==> src/rtl/lane_responder.sv <==
// lane_responder: one LIF neuron lane over an N_SYN-entry weight memory, with init, integrate/fire and STDP update. Optional leak via LIF_LEAK_EN.
module lane_responder #(
    parameter int N_SYN = 16,
    parameter int W_BITS = 8,
    parameter logic [15:0] THRESH = 16'd512,
    parameter logic [W_BITS-1:0] INIT_W = 8'd64,
    parameter logic [W_BITS-1:0] A_PLUS = 8'd4,
    parameter logic [W_BITS-1:0] A_MINUS = 8'd2,
    parameter logic [15:0] LEAK = 16'd8,
    localparam int AW = $clog2(N_SYN)
) (
    input  logic              clk,
    input  logic              reset,
    input  logic              i_init,
    input  logic              i_run,
    input  logic              i_rest_run,
    input  logic              i_stdp_run,
    input  logic              i_cnt_clr,
    input  logic [N_SYN-1:0]  i_spike,
    output logic [AW-1:0]     o_mem_addr,
    output logic              o_mem_we,
    output logic [W_BITS-1:0] o_mem_wdata,
    input  logic [W_BITS-1:0] i_mem_rdata,
    output logic              o_syn_done,
    output logic              o_inh_valid,
    output logic              o_stdp_done,
    output logic              o_fire,
    output logic [15:0]       o_spk_cnt
);
    typedef enum logic [2:0] {IDLE, INIT, INTG, FIRE, STDP_RD, STDP_WR, DONE} state_t;
    state_t state, state_n;
    logic [AW-1:0] addr, rd_idx;
    logic [N_SYN-1:0] pre;
    logic [15:0] pot, pot_entry, pot_acc;
    logic [16:0] sum;
    logic [W_BITS:0] w_inc;
    logic [W_BITS-1:0] w_upd;
    logic rd_v, fin, ok, last, eval, hit, acc;
    logic c_init, c_stdp, c_run, c_rest, c_clr;
    assign ok = state == IDLE || state == DONE;
    assign c_init = ok && i_init;
    assign c_stdp = ok && !i_init && i_stdp_run;
    assign c_run = ok && !i_init && !i_stdp_run && i_run;
    assign c_rest = ok && !i_init && !i_stdp_run && !i_run && i_rest_run;
    assign c_clr = ok && !i_init && !i_stdp_run && !i_run && !i_rest_run && i_cnt_clr;
    assign acc = c_init || c_stdp || c_run || c_rest || c_clr;
    assign last = addr == AW'(N_SYN - 1);
    assign eval = state == FIRE && !rd_v;
    assign hit = eval && pot >= THRESH;
    assign sum = 17'(pot) + 17'(pre[rd_idx] ? i_mem_rdata : '0);
    assign pot_acc = sum[16] ? 16'hFFFF : sum[15:0];
    assign w_inc = {1'b0, i_mem_rdata} + {1'b0, A_PLUS};
    assign w_upd = pre[addr] ? (w_inc[W_BITS] ? '1 : w_inc[W_BITS-1:0])
                             : (i_mem_rdata < A_MINUS ? '0 : i_mem_rdata - A_MINUS);
    assign o_mem_addr = addr;
    assign o_mem_we = state == INIT || state == STDP_WR;
    assign o_mem_wdata = state == INIT ? INIT_W : w_upd;
`ifdef LIF_LEAK_EN
    assign pot_entry = pot > LEAK ? pot - LEAK : '0;
`else
    assign pot_entry = pot;
`endif

    // State register
    always_ff @(posedge clk)
        state <= reset ? IDLE : state_n;

    // Next-state: commands only from IDLE/DONE; FIRE waits for the last read to land
    always_comb begin
        state_n = state;
        case (state)
            IDLE, DONE: state_n = c_init ? INIT : c_stdp ? (o_fire ? STDP_RD : DONE)
                                : (c_run || c_rest) ? INTG : c_clr ? IDLE : state;
            INIT:       state_n = last ? IDLE : INIT;
            INTG:       state_n = last ? FIRE : INTG;
            FIRE:       state_n = rd_v ? FIRE : DONE;
            STDP_RD:    state_n = STDP_WR;
            STDP_WR:    state_n = last ? DONE : STDP_RD;
            default:    state_n = IDLE;
        endcase
    end

    // Datapath: address walk, read pipeline, potential, spike counter and status flags
    always_ff @(posedge clk) begin
        if (reset) begin
            addr <= '0;
            rd_idx <= '0;
            rd_v <= 1'b0;
            fin <= 1'b0;
            pre <= '0;
            pot <= '0;
            o_fire <= 1'b0;
            o_spk_cnt <= '0;
            o_syn_done <= 1'b0;
            o_inh_valid <= 1'b0;
            o_stdp_done <= 1'b0;
        end else begin
            rd_v <= state == INTG;
            rd_idx <= addr;
            fin <= (c_stdp && !o_fire) || (state == STDP_WR && last);
            o_syn_done <= state == INIT && last;
            o_inh_valid <= !acc && (o_inh_valid || eval);
            o_stdp_done <= !acc && (o_stdp_done || fin);
            addr <= acc ? '0 : (state == INIT || state == INTG || state == STDP_WR)
                  ? (last ? '0 : addr + 1'b1) : addr;
            pre <= c_run ? i_spike : (c_rest || c_clr) ? '0 : pre;
            pot <= (c_run || c_rest) ? pot_entry : c_clr ? '0 : rd_v ? pot_acc : hit ? '0 : pot;
            o_fire <= c_clr ? 1'b0 : eval ? hit : o_fire;
            o_spk_cnt <= c_clr ? '0 : (hit && o_spk_cnt != 16'hFFFF) ? o_spk_cnt + 16'd1 : o_spk_cnt;
        end
    end
endmodule

==> config.mk <==
export PLATFORM = sky130hd
export DESIGN_NAME = lane_responder
export DESIGN_NICKNAME = d
export VERILOG_FILES = /design/src/rtl/lane_responder.sv
export SDC_FILE = /design/constraint.sdc
export NUM_CORES = 1
export LEC_CHECK = 0
export ABC_AREA = 1
export ABC_CLOCK_PERIOD_IN_PS = 3000
export CAP_MARGIN = 5
export CORE_UTILIZATION = 35
export CTS_CLUSTER_DIAMETER = 200
export CTS_CLUSTER_SIZE = 25
export DETAILED_ROUTE_END_ITERATION = 7
export PLACE_DENSITY_LB_ADDON = 0.2
export SYNTH_ARGS = -nofsm -noshare
export SYNTH_HDL_FRONTEND = slang
export SYNTH_SLANG_ARGS = --single-unit
==> constraint.sdc <==
create_clock -name clk -period 3 [get_ports clk]
set_input_delay 0.9 -clock clk [delete_from_list [all_inputs] [get_ports clk]]
set_output_delay 0.9 -clock clk [all_outputs]
set_load 0.01 [all_outputs]
==> flow_summary.toml <==
[run_status]
status = "complete, no violations"

[detailed_routing]
vias_per_cell = 4.76
post_drt_wl_per_cell_um = 12.4
wl_mm = 11.9
drtIter0Drc = 244
drc = 0
first_pass_iters = 6
drtAntennaViolNets = 0
dr_total_vias = 4597

[synthesis]
synth_area_um2 = 4380
yosysSeqAreaShare_pct = 29.7
ys_ff_latch = 65
yosys.cell_types.count = 38
syn_area_per_cell_um2 = 6.44
synthCells = 680
syn_nets = 726
yosys_warnings = 0

[sta]
fin_crit_ps = 3000
fmax_mhz = 334
tightestPinTransition_ps = 675
hold_viol = 0
drv_slew = 0
maxSlewHeadroom_pct = 54.6
setup_viol = 0
rsz0062_at_grt = "yes"
fin_crit_sh_pct = 99.9
setup_tns_ps = 0
skew_ps = 5.78

[critical_path]
crit_type = "input port to output port"
cp.arrival_ps = 2100
startpoint_type = "input port"
required_ps = 2100
worstPathMaxFanout = 6
critPathLaunch = "i_mem_rdata[3]"
timing.rr.start = "rd_idx[0]$_SDFF_PP0_"
crit_path_end_kind = "output port"

[finish]
antenna_cells = 0
final_cell_mix = "190 x nand2_1, 85 x inv_1, 70 x nor2_1, 63 x dfxtp_1, 51 x buf_4"
layout.nets = 838
fillers = 1272
regArea_um2 = 1300
final_common_cell = "nand2_1"
syn_to_final_growth_pct = 36.2
drive_above_1_share_pct = 19.8
multi_input_area_um2 = 2720

[clocking]
clk_pin_slew_worst_paths_ps = 50
numCtsBuffers = 9
clock_sinks = 65
cts_hold_buf = 0
clockBufferDepth = 2
cts_max_level = 3
clkLatencyLatePin_ps = 330
root_buffer = "clkbuf_16"
cts_tree = "built"

[placement]
gp_congestion = 0.910
dp_hpwl_mm = 9.12
numPortBuffers = 63

[die]
dieHeight_um = 114
num_rows = 40
die-area_um2 = 13000
ios = 64
initial_core_util_pct = 36.2
fp.dieW_um = 114
core_area_um2 = 12100

[worst_hold_path]
hold_path_class = "flip-flop to flip-flop"
hp-start = "pre[1]$_SDFFE_PP0P_"

[power_and_ir_drop]
report.power.total_uw = 2630
ir_drop_uv = 258
power.density_nw_per_um2 = 440
power_leakage_uw = 0.00260

[run]
cap_violations = 0

[global_routing]
grt_max_degree = 34
grt_pass1_wl_mm = 19.9
antenna_found_initial = 0
grt.overflow.total = 0
grt_pass1_vias = 4339
track_usage_pct = 19.0
cells in the mapped netlist (all sizes together):
master	count	area, um2
nor2	83	393
inv	100	375
o21bai	7	52.6
nand4	11	83.8
nand3	57	325
dfxtp	65	1300
a21oi	49	257
fa	1	20.0
ha	14	175
buf	9	85.1
o211ai	7	52.6
clkbuf	6	22.5
o221ai	1	8.76
o31ai	2	15.0
nor3b	2	15.0
a31oi	2	12.5
nand2	211	852
xor2	9	78.8
xnor2	5	43.8
nor3	13	70.1
o2111ai	2	17.5
o21ai	20	100
or2	4	25.0
metal layers:
layer	track usage, %	share of wire [%]	vias up	wire (um)
met5	0	0	-	0
li1	-	-	2381	-
met3	3.03	3.5	17	417
met4	6.15	1.5	0	184
met1	24.4	48	2087	5680
met2	32.5	47	112	5640
registers in the layout, summed over array words and instances, names as in the netlist:
signal	cells
rd_idx	4
o_stdp_done	1
o_inh_valid	1
fin	1
state	3
rd_v	1
pre	16
o_syn_done	1
o_mem_addr	4
o_fire	1
o_spk_cnt	16
pot	16
cell type report:
class / instances / share of cell area [%]
sequential: 65 / 21.8
timing repair buffer: 116 / 17.0
tap: 168 / 3.52
multi-input combinational: 500 / 45.6
clock buffer: 10 / 3.84
clock inverter: 6 / 1.55
inverter: 100 / 6.60
logic make-up after synthesis:
group | share of synthesized area (%)
compound gates | 11.8
fa+ha+maj | 4.45
buf+inv | 11.0
flops | 29.7
xor+xnor | 2.80
simple gates | 40.3
through the flow:
stage / instance area [um2] / setup slack (ps) / instances / hold slack, ps / util (%)
detailed placement: 5510 / -945 / 947 / 457 / 45.5
finish: 5970 / 3.97 / 965 / 465 / 49.3
global placement: 5510 / -892 / 947 / 451 / 45.5
floorplan: 4380 / 141 / 680 / 431 / -
CTS: 5850 / -59.0 / 964 / 467 / 48.3
global route: 5970 / -73.4 / 965 / 488 / 49.3
worst paths after layout:
path / to / slack, ps / cells after the start
worst max-delay path: o_mem_wdata[4] / 4 / 13
worst min register to register: pre[1]$_SDFFE_PP0P_ / 460 / 2
worst min-delay path: pre[1]$_SDFFE_PP0P_ / 460 / 2
worst max register to register: pot[14]$_SDFFE_PP0P_ / 240 / 19
critical path, stage by stage:
cell and delay [ps]:
buf_12 90, inv_8 30, ha_4 140, nand2_2 50, nand2_2 70, nor2_4 100
nand3_2 80, nor2_1 90, buf_4 170, a21oi_2 50, o21bai_1 130, nor2_1 50
buf_2 130
power by group:
group,switching (uW),internal [uW],leakage [uW]
clock,399,730,0.000149
sequential,30.4,891,0.000526
combinational,335,243,0.00192
total,765,1860,0.00260
repair_timing:
action	in CTS	in global routing
gates resized for setup	71	40
setup endpoints to repair	23	24
buffers inserted	1	1
pin swaps	17	17
(Power assumes the default switching activity.)
